<file path="src/rtl/rv_dmem_arbiter_if.sv">
// Bus bundle for rv_dmem_arbiter: core and dbg requester ports plus the single-port SRAM side.
// slave = the arbiter; master = requesters and SRAM together.
interface rv_dmem_arbiter_if #(
  parameter int unsigned XLEN          = 32,
  parameter int unsigned DMEM_ADDR_BIT = 16
);
  logic                     core_req_i;
  logic                     core_we_i;
  logic [2:0]               core_func3_i;
  logic [XLEN-1:0]          core_addr_i;
  logic [XLEN-1:0]          core_wdata_i;
  logic                     core_gnt_o;
  logic                     core_rvalid_o;
  logic [XLEN-1:0]          core_rdata_o;
  logic                     core_err_o;

  logic                     dbg_req_i;
  logic                     dbg_we_i;
  logic [XLEN-1:0]          dbg_addr_i;
  logic [XLEN-1:0]          dbg_wdata_i;
  logic                     dbg_gnt_o;
  logic                     dbg_rvalid_o;
  logic [XLEN-1:0]          dbg_rdata_o;

  logic                     mem_en_o;
  logic [3:0]               mem_we_o;
  logic [DMEM_ADDR_BIT-3:0] mem_addr_o;
  logic [XLEN-1:0]          mem_wdata_o;
  logic [XLEN-1:0]          mem_rdata_i;

  modport slave (
    input  core_req_i, core_we_i, core_func3_i, core_addr_i, core_wdata_i,
    output core_gnt_o, core_rvalid_o, core_rdata_o, core_err_o,
    input  dbg_req_i, dbg_we_i, dbg_addr_i, dbg_wdata_i,
    output dbg_gnt_o, dbg_rvalid_o, dbg_rdata_o,
    output mem_en_o, mem_we_o, mem_addr_o, mem_wdata_o,
    input  mem_rdata_i
  );

  modport master (
    output core_req_i, core_we_i, core_func3_i, core_addr_i, core_wdata_i,
    input  core_gnt_o, core_rvalid_o, core_rdata_o, core_err_o,
    output dbg_req_i, dbg_we_i, dbg_addr_i, dbg_wdata_i,
    input  dbg_gnt_o, dbg_rvalid_o, dbg_rdata_o,
    input  mem_en_o, mem_we_o, mem_addr_o, mem_wdata_o,
    output mem_rdata_i
  );
endinterface

</file>
<file path="src/rtl/rv_dmem_arbiter.sv">
// Single-port DMEM controller: core/dbg arbitration with starvation guard, byte lanes, load extension.
// Optional RV_DMEM_MISALIGN_TRAP_EN: misaligned core accesses skip the SRAM and pulse core_err_o.
module rv_dmem_arbiter #(
  parameter int unsigned XLEN          = 32,
  parameter int unsigned DMEM_ADDR_BIT = 16,
  parameter int unsigned STARVE_LIMIT  = 4
) (
  input  logic               clk,
  input  logic               rst_n,
  rv_dmem_arbiter_if.slave   bus
);

  localparam int unsigned LANES = XLEN / 8;
  localparam int unsigned CNT_W = 4;
  localparam logic [CNT_W-1:0] STARVE_MAX = CNT_W'(STARVE_LIMIT);

  typedef enum logic {
    OWN_CORE = 1'b0,
    OWN_DBG  = 1'b1
  } owner_e;

  typedef struct packed {
    logic       valid;
    owner_e     owner;
    logic [2:0] func3;
    logic [1:0] offset;
  } resp_t;

  logic [CNT_W-1:0] starve_cnt;
  resp_t            resp_q;
  logic             err_q;

  logic             dbg_win_c;
  logic             core_win_c;
  logic             size_b_c;
  logic             size_h_c;
  logic             trap_c;
  logic [1:0]       core_off_c;
  logic [3:0]       core_mask_c;
  logic [XLEN-1:0]  core_wdata_c;
  logic [XLEN-1:0]  lane_c;
  logic [XLEN-1:0]  load_c;
  logic             addr_unused;

  // Core has priority unless dbg has been denied STARVE_LIMIT cycles in a row
  assign dbg_win_c  = rst_n && bus.dbg_req_i &&
                      (!bus.core_req_i || (starve_cnt == STARVE_MAX));
  assign core_win_c = rst_n && bus.core_req_i && !dbg_win_c;

  assign bus.dbg_gnt_o  = dbg_win_c;
  assign bus.core_gnt_o = core_win_c;

  assign size_b_c = (bus.core_func3_i[1:0] == 2'd0);
  assign size_h_c = (bus.core_func3_i[1:0] == 2'd1);

  // Force-aligned lane offset, byte mask and lane-replicated store data
  always_comb begin
    core_off_c   = 2'b00;
    core_mask_c  = 4'b1111;
    core_wdata_c = bus.core_wdata_i;
    if (size_b_c) begin
      core_off_c   = bus.core_addr_i[1:0];
      core_mask_c  = 4'(4'b0001 << bus.core_addr_i[1:0]);
      core_wdata_c = {LANES{bus.core_wdata_i[7:0]}};
    end else if (size_h_c) begin
      core_off_c   = {bus.core_addr_i[1], 1'b0};
      core_mask_c  = bus.core_addr_i[1] ? 4'b1100 : 4'b0011;
      core_wdata_c = {(LANES / 2){bus.core_wdata_i[15:0]}};
    end
  end

`ifdef RV_DMEM_MISALIGN_TRAP_EN
  assign trap_c = (size_h_c && bus.core_addr_i[0]) ||
                  (!size_b_c && !size_h_c && (bus.core_addr_i[1:0] != 2'b00));
`else
  assign trap_c = 1'b0;
`endif

  // SRAM request for whichever port won this cycle
  always_comb begin
    bus.mem_en_o    = 1'b0;
    bus.mem_we_o    = 4'b0000;
    bus.mem_addr_o  = '0;
    bus.mem_wdata_o = '0;
    if (dbg_win_c) begin
      bus.mem_en_o    = 1'b1;
      bus.mem_we_o    = bus.dbg_we_i ? 4'b1111 : 4'b0000;
      bus.mem_addr_o  = bus.dbg_addr_i[DMEM_ADDR_BIT-1:2];
      bus.mem_wdata_o = bus.dbg_wdata_i;
    end else if (core_win_c) begin
      bus.mem_en_o    = !trap_c;
      bus.mem_we_o    = (bus.core_we_i && !trap_c) ? core_mask_c : 4'b0000;
      bus.mem_addr_o  = bus.core_addr_i[DMEM_ADDR_BIT-1:2];
      bus.mem_wdata_o = core_wdata_c;
    end
  end

  always_ff @(posedge clk or negedge rst_n) begin
    if (!rst_n) begin
      starve_cnt <= '0;
      resp_q     <= '0;
      err_q      <= 1'b0;
    end else begin
      resp_q.valid  <= (dbg_win_c && !bus.dbg_we_i) ||
                       (core_win_c && !bus.core_we_i && !trap_c);
      resp_q.owner  <= dbg_win_c ? OWN_DBG : OWN_CORE;
      resp_q.func3  <= bus.core_func3_i;
      resp_q.offset <= core_off_c;
      err_q         <= core_win_c && trap_c;
      if (!bus.dbg_req_i || dbg_win_c) begin
        starve_cnt <= '0;
      end else if (starve_cnt != STARVE_MAX) begin
        starve_cnt <= starve_cnt + CNT_W'(1);
      end
    end
  end

  // Load extraction uses the access shape captured in the grant cycle
  assign lane_c = bus.mem_rdata_i >> {resp_q.offset, 3'b000};

  always_comb begin
    load_c = lane_c;
    case (resp_q.func3)
      3'd0:    load_c = {{(XLEN - 8){lane_c[7]}}, lane_c[7:0]};
      3'd1:    load_c = {{(XLEN - 16){lane_c[15]}}, lane_c[15:0]};
      3'd4:    load_c = {{(XLEN - 8){1'b0}}, lane_c[7:0]};
      3'd5:    load_c = {{(XLEN - 16){1'b0}}, lane_c[15:0]};
      default: load_c = lane_c;
    endcase
  end

  assign bus.core_rvalid_o = resp_q.valid && (resp_q.owner == OWN_CORE);
  assign bus.dbg_rvalid_o  = resp_q.valid && (resp_q.owner == OWN_DBG);
  assign bus.core_err_o    = err_q;
  assign bus.core_rdata_o  = bus.core_rvalid_o ? load_c : '0;
  assign bus.dbg_rdata_o   = bus.dbg_rvalid_o ? bus.mem_rdata_i : '0;

  // Upper address bits wrap; dbg is always word-aligned
  assign addr_unused = ^{bus.core_addr_i[XLEN-1:DMEM_ADDR_BIT],
                         bus.dbg_addr_i[XLEN-1:DMEM_ADDR_BIT],
                         bus.dbg_addr_i[1:0]};

endmodule

</file>
<file path="src/flat_wrapper.sv">
// flat-port wrapper written by rule: the top's interface ports become plain ports
module rv_dmem_arbiter_flat 
#(
  parameter int unsigned XLEN          = 32,
  parameter int unsigned DMEM_ADDR_BIT = 16,
  parameter int unsigned STARVE_LIMIT  = 4
)
  (clk, rst_n, bus_core_req_i, bus_core_we_i, bus_core_func3_i, bus_core_addr_i, bus_core_wdata_i, bus_core_gnt_o, bus_core_rvalid_o, bus_core_rdata_o, bus_core_err_o, bus_dbg_req_i, bus_dbg_we_i, bus_dbg_addr_i, bus_dbg_wdata_i, bus_dbg_gnt_o, bus_dbg_rvalid_o, bus_dbg_rdata_o, bus_mem_en_o, bus_mem_we_o, bus_mem_addr_o, bus_mem_wdata_o, bus_mem_rdata_i);
  rv_dmem_arbiter_if #(.XLEN(XLEN), .DMEM_ADDR_BIT(DMEM_ADDR_BIT)) bus_i ();
  input  logic clk;
  input  logic rst_n;
  input wire logic [$bits(bus_i.core_req_i)-1:0] bus_core_req_i;
  input wire logic [$bits(bus_i.core_we_i)-1:0] bus_core_we_i;
  input wire logic [$bits(bus_i.core_func3_i)-1:0] bus_core_func3_i;
  input wire logic [$bits(bus_i.core_addr_i)-1:0] bus_core_addr_i;
  input wire logic [$bits(bus_i.core_wdata_i)-1:0] bus_core_wdata_i;
  output wire logic [$bits(bus_i.core_gnt_o)-1:0] bus_core_gnt_o;
  output wire logic [$bits(bus_i.core_rvalid_o)-1:0] bus_core_rvalid_o;
  output wire logic [$bits(bus_i.core_rdata_o)-1:0] bus_core_rdata_o;
  output wire logic [$bits(bus_i.core_err_o)-1:0] bus_core_err_o;
  input wire logic [$bits(bus_i.dbg_req_i)-1:0] bus_dbg_req_i;
  input wire logic [$bits(bus_i.dbg_we_i)-1:0] bus_dbg_we_i;
  input wire logic [$bits(bus_i.dbg_addr_i)-1:0] bus_dbg_addr_i;
  input wire logic [$bits(bus_i.dbg_wdata_i)-1:0] bus_dbg_wdata_i;
  output wire logic [$bits(bus_i.dbg_gnt_o)-1:0] bus_dbg_gnt_o;
  output wire logic [$bits(bus_i.dbg_rvalid_o)-1:0] bus_dbg_rvalid_o;
  output wire logic [$bits(bus_i.dbg_rdata_o)-1:0] bus_dbg_rdata_o;
  output wire logic [$bits(bus_i.mem_en_o)-1:0] bus_mem_en_o;
  output wire logic [$bits(bus_i.mem_we_o)-1:0] bus_mem_we_o;
  output wire logic [$bits(bus_i.mem_addr_o)-1:0] bus_mem_addr_o;
  output wire logic [$bits(bus_i.mem_wdata_o)-1:0] bus_mem_wdata_o;
  input wire logic [$bits(bus_i.mem_rdata_i)-1:0] bus_mem_rdata_i;
  assign bus_i.core_req_i = bus_core_req_i;
  assign bus_i.core_we_i = bus_core_we_i;
  assign bus_i.core_func3_i = bus_core_func3_i;
  assign bus_i.core_addr_i = bus_core_addr_i;
  assign bus_i.core_wdata_i = bus_core_wdata_i;
  assign bus_core_gnt_o = bus_i.core_gnt_o;
  assign bus_core_rvalid_o = bus_i.core_rvalid_o;
  assign bus_core_rdata_o = bus_i.core_rdata_o;
  assign bus_core_err_o = bus_i.core_err_o;
  assign bus_i.dbg_req_i = bus_dbg_req_i;
  assign bus_i.dbg_we_i = bus_dbg_we_i;
  assign bus_i.dbg_addr_i = bus_dbg_addr_i;
  assign bus_i.dbg_wdata_i = bus_dbg_wdata_i;
  assign bus_dbg_gnt_o = bus_i.dbg_gnt_o;
  assign bus_dbg_rvalid_o = bus_i.dbg_rvalid_o;
  assign bus_dbg_rdata_o = bus_i.dbg_rdata_o;
  assign bus_mem_en_o = bus_i.mem_en_o;
  assign bus_mem_we_o = bus_i.mem_we_o;
  assign bus_mem_addr_o = bus_i.mem_addr_o;
  assign bus_mem_wdata_o = bus_i.mem_wdata_o;
  assign bus_i.mem_rdata_i = bus_mem_rdata_i;
  rv_dmem_arbiter #(.XLEN(XLEN), .DMEM_ADDR_BIT(DMEM_ADDR_BIT), .STARVE_LIMIT(STARVE_LIMIT)) u_core (.clk(clk), .rst_n(rst_n), .bus(bus_i));
endmodule
</file>
<file path="config.mk">
export PLATFORM = sky130hd
export DESIGN_NAME = rv_dmem_arbiter_flat
export DESIGN_NICKNAME = d
export VERILOG_FILES = /design/src/rtl/rv_dmem_arbiter_if.sv /design/src/rtl/rv_dmem_arbiter.sv /design/src/flat_wrapper.sv
export SDC_FILE = /design/constraint.sdc
export NUM_CORES = 1
export LEC_CHECK = 0
export CAP_MARGIN = 20
export CORE_AREA = 3 3 113 115
export CTS_CLUSTER_SIZE = 40
export DETAILED_ROUTE_END_ITERATION = 6
export DIE_AREA = 0 0 116 118
export PLACE_DENSITY = 0.72
export SLEW_MARGIN = 20
export SYNTH_ARGS = -nofsm -noshare
export SYNTH_HDL_FRONTEND = slang
export SYNTH_SLANG_ARGS = --single-unit
</file>
<file path="constraint.sdc">
create_clock -name clk -period 2.7 [get_ports clk]
set_input_delay 0.81 -clock clk [delete_from_list [all_inputs] [get_ports clk]]
set_output_delay 0.81 -clock clk [all_outputs]
set_load 0.01 [all_outputs]
</file>
# Word level (Yosys, flattened, before mapping)
# Index checks and enable logic that the tools add are counted.
# W data, S select, Z words.
[classes]
addsub = 1
mul = 0
div = 0
order_cmp = 0
n_eq_ne = 6
n_shift = 2
n_mux = 23
bitwise = 1
n_reduce_logical = 19
[op_table]
columns = ["cell", "count"]
rows = [
  ["$mux W32", 6],
  ["$pmux W32 S4", 1],
  ["$mux W4", 9],
  ["$shr A32 B5 Y32", 1],
  ["$mux W14", 2],
  ["$logic_and A1 B1 Y1", 8],
  ["$eq A3 B3 Y1 const B", 2],
  ["$logic_not A1 Y1", 5],
  ["$add A4 B1 Y4 const B", 1],
  ["$eq A4 B3 Y1 const B", 1],
  ["$mux W2", 2],
  ["$ne A4 B3 Y1 const B", 1],
  ["$shl A1 B2 Y4 const A", 1],
  ["$eq A3 B1 Y1 const B", 1],
  ["$logic_not A3 Y1", 1],
  ["$logic_or A1 B1 Y1", 3],
  ["$mux W1", 3],
  ["$eq A2 B1 Y1 const B", 1],
  ["$logic_not A2 Y1", 1],
  ["$reduce_bool A2 Y1", 1],
  ["$not A1 Y1", 1],
]
[totals]
register_bits = 11
latchBits = 0
mem_bits_rw = 0
rom_bits = 0
elab_cells = 57
memories = 0

# Longest topological paths before layout
[depth]
word_depth = 7
ltp_mapped = 8
ltp_nobuf = 7

# Worst setup path before layout
# No wires, ideal clock.
[synth_path]
path_type = "input to output"
start = "input port bus_core_func3_i[1]"
end = "output port bus_mem_wdata_o[16]"
arrival_ns = 1.794
required_time_ns = 1.890
setup_slack_ns = 0.096
stages = 4
path_buffers = 2
cell_sequence = "buf_2 buf_1 mux2i_1 o21ai_0"
[synth_via]
elab_chain_len = 5
elab_cells_between_ends = 6
[synth_rtl]
columns = ["item", "line_no", "text"]
rows = [
  ["from (decl)", "flat_wrapper.sv:14", "input wire logic [$bits(bus_i.core_func3_i)-1:0] bus_core_func3_i;"],
  ["$eq A2 B1 Y1", "rv_dmem_arbiter.sv:54", "assign size_h_c = (bus.core_func3_i[1:0] == 2'd1);"],
  ["$mux W32", "rv_dmem_arbiter.sv:65", "end else if (size_h_c) begin"],
  ["$mux W32 *", "rv_dmem_arbiter.sv:61", "if (size_b_c) begin"],
  ["$mux W32 *", "rv_dmem_arbiter.sv:90", "end else if (core_win_c) begin"],
  ["$mux W32 *", "rv_dmem_arbiter.sv:85", "if (dbg_win_c) begin"],
  ["to (decl)", "flat_wrapper.sv:31", "output wire logic [$bits(bus_i.mem_wdata_o)-1:0] bus_mem_wdata_o;"],
]
# Every way passes the cells marked *; elsewhere a longest branch is shown, timed or not.

# Worst setup path after layout
[layout_path]
start = "input port bus_mem_rdata_i[7]"
end = "output port bus_core_rdata_o[16]"
[layout_via]
elab_chain_len = 3
[layout_rtl]
columns = ["item", "line_no", "text"]
rows = [
  ["from (decl)", "flat_wrapper.sv:32", "input wire logic [$bits(bus_i.mem_rdata_i)-1:0] bus_mem_rdata_i;"],
  ["$shr A32 B5 Y32", "rv_dmem_arbiter.sv:119", "assign lane_c = bus.mem_rdata_i >> {resp_q.offset, 3'b000};"],
  ["$pmux W32 S4", "rv_dmem_arbiter.sv:123", "case (resp_q.func3)"],
  ["$mux W32", "rv_dmem_arbiter.sv:135", "assign bus.core_rdata_o = bus.core_rvalid_o ? load_c : '0;"],
  ["to (decl)", "flat_wrapper.sv:19", "output wire logic [$bits(bus_i.core_rdata_o)-1:0] bus_core_rdata_o;"],
]
# No other way between the ends.

==> flow_metrics.env <==
export IMPL_period_share_pct=106
export IMPL_antenna_found_initial=0
export IMPL_cts_sinks=11
export IMPL_crit_path_start_kind="input pin"
export IMPL_drv_slew=0
export IMPL_seq_area_um2=275
export IMPL_grt_pass1_vias=4073
export IMPL_path_clk_slew_ns=0.04
export IMPL_wirelength_um=15000
export IMPL_drt_initial_drc_count=162
export IMPL_worst_setup_path_end_kind="output port"
export IMPL_dp_cells=749
export IMPL_drt_pass1_iter_count=4
export IMPL_synthMuxAreaShare_pct=19.3
export IMPL_synth_adder_area_share_pct=1.11
export IMPL_grt_max_degree=34
export IMPL_ys_seq_area_share_pct=12.2
export IMPL_peakVddDrop_v=0.000167
export IMPL_insertion_delay_ns=0.23
export IMPL_final_common_cell="clkdlybuf4s50_1"
export IMPL_violations="negative setup slack"
export IMPL_hold_worst_slack_ns=0.524
export IMPL_worstPathMaxFanout=5
export IMPL_holdBufCountCts=0
export IMPL_hold_class="in -> async"
export IMPL_synth_edf_count=0
export IMPL_arrival_ns=2.06
export IMPL_ys_flop_type="dfrtp_1"
export IMPL_core_area_um2=11900
export IMPL_synth_seq_cells=11
export IMPL_wl_per_cell_um=19.4
export IMPL_setup_worst_path_class="in -> out"
export IMPL_die_h_um=118
export IMPL_h_tree_depth=1
export IMPL_cts_tree="built"
export IMPL_final_cell_mix="clkdlybuf4s50_1, buf_2, buf_4, dlygate4sd2_1, mux2i_1"
export IMPL_fmax_mhz=349
export IMPL_postSynthCellCount=317
export IMPL_grt_usage_pct=20.4
export IMPL_die_area_um2=13700
export IMPL_cts_buffers=3
export IMPL_status="finished with violations"
export IMPL_portBuffers=253
export IMPL_viasPerCell=4.96
export IMPL_drc_errors=0
export IMPL_syn_nets=488
export IMPL_fin_worst_skew_ns=0.000167
export IMPL_period_needed_ns=2.87
export IMPL_clockBufferDepth=2
export IMPL_dieWidth_um=116
export IMPL_async_flop_share_pct=100
export IMPL_rrSetupSlack_ns=1.01
export IMPL_synth_top_family_by_area="compound AO/OA/AOI/OAI gates"
export IMPL_io_pins=289
export IMPL_grt_pass1_wl_um=22300
export IMPL_synth_compound_area_share_pct=33.9
export IMPL_synthToLayoutAreaGrowth_pct=162
export IMPL_ys_types=40
export IMPL_yosys_area_share_simple_pct=25.7
export IMPL_final_instance_count_excl_fill=777
export IMPL_setup_viol=40
export IMPL_worstPathRequired_ns=1.89
export IMPL_p_leak_nw=3.13
export IMPL_fin_ws_ns=-0.167
export IMPL_synth_xor_area_share_pct=0.776
export IMPL_routabilityCongestion=0.930
export IMPL_n_antenna_cell=0
export IMPL_num_vias=3856
export IMPL_hpwlAfterDp_um=11100
export IMPL_nNetsFinal=802
export IMPL_syn_area_per_cell_um2=7.12
export IMPL_cts_root_buf="clkbuf_16"
export IMPL_timing_hold_violations_final=0
export IMPL_synth_area_um2=2260
export IMPL_initial_core_util_pct=19.0
export IMPL_rows=40
export IMPL_yosys_warnings=0
export IMPL_fillers=1114
export IMPL_ant_nets=0
export IMPL_powerDensity_nw_per_um2=230
export IMPL_rsz0062_at_grt="true"
export IMPL_grt_overflow_total=0
export IMPL_drive_gt1_share_pct=44.0
export IMPL_max_cap_viol_count=0
export IMPL_place_ws_ns=-1.00
export IMPL_multiInputGateArea_um2=2280
final timing paths:
check                                     start                   end  depth (start not counted)
min in group clk           u_core.starve_cnt[3]  u_core.starve_cnt[3]                          2
max in group asynchronous                 rst_n      u_core.resp_q[4]                          2
setup reg to reg           u_core.starve_cnt[0]  u_core.starve_cnt[0]                          9
setup / recovery             bus_mem_rdata_i[7]  bus_core_rdata_o[16]                          7
hold / removal                            rst_n  u_core.starve_cnt[1]                          2
hold reg to reg            u_core.starve_cnt[3]  u_core.starve_cnt[3]                          2
Yosys cell counts (2+ instances only):
cell type / n / area, um2
a211oi_1: 14 / 105
nand2_1: 29 / 109
buf_2: 12 / 60.1
mux2i_1: 41 / 410
buf_1: 2 / 7.51
xnor2_1: 2 / 17.5
nand3b_1: 2 / 15.0
o21ai_1: 2 / 10.0
nor2b_1: 9 / 56.3
and3_1: 39 / 244
o31ai_1: 2 / 15.0
clkbuf_1: 13 / 48.8
a21o_1: 9 / 67.6
nor2_1: 13 / 48.8
inv_1: 3 / 11.3
a21oi_1: 19 / 95.1
a22o_1: 22 / 193
ha_1: 2 / 25.0
inv_2: 2 / 7.51
nand3_1: 2 / 10.0
o21ai_0: 44 / 220
dfrtp_1: 11 / 275
and2_1: 2 / 12.5
nand2b_1: 5 / 31.3
per-layer routing:
metal,routed length [um],global-route usage [%],vias up
li1,-,-,1819
met1,5220,21.0,1780
met2,8080,39.8,231
met3,1390,4.16,26
met4,352,6.45,0
met5,0,0,-
power breakdown:
group	leakage, nW	total [mW]	internal [mW]	switching (mW)
registers	0.142	0.188	0.178	0.0108
logic	2.95	0.911	0.502	0.409
clock network	0.0382	0.264	0.198	0.0665
repair_timing:
action | CTS | global route
buffers inserted | 24 | 3
endpoints found under the setup margin | 117 | 84
gates resized for setup | 561 | 84
pin swaps | 58 | 29
cloned | 7 | 0
registers in the layout (all words and copies together), names as in the netlist:
name	cells
u_core.starve_cnt	4
u_core.resp_q	7
cells by family after synthesis:
| group | Yosys count |
|---|---|
| other cells | 1 |
| simple gates | 107 |
| fa+ha+maj | 2 |
| xor+xnor | 2 |
| mux | 43 |
| buf+inv | 34 |
| compound gates | 117 |
| flops | 11 |
worst max-delay path: stages:
cell and delay [ns]:
buf_8 0.10, mux2_4 0.27, or3_4 0.35, o2111ai_4 0.14, buf_6 0.18, o21ai_2 0.06
buf_2 0.14
layout make-up:
cell class	instances	area share, %
multi-input combinational	272	38.5
tap	147	3.11
clock buffer	4	1.33
timing repair buffer	338	52.0
inverter	5	0.402
sequential	11	4.65
per-stage QoR:
stage	power [mW]	area, um2	utilization [%]	setup TNS [ns]
2_1_floorplan	0.459	2260	-	0
3_3_place_gp	0.979	5360	45.0	-69.36
3_5_place_dp	0.994	5360	45.0	-71.76
4_1_cts	1.34	5770	48.4	-6.38
5_1_grt	1.44	5920	49.7	-6.43
6_report	1.36	5920	49.7	-3.24
(Power assumes the default switching activity.)
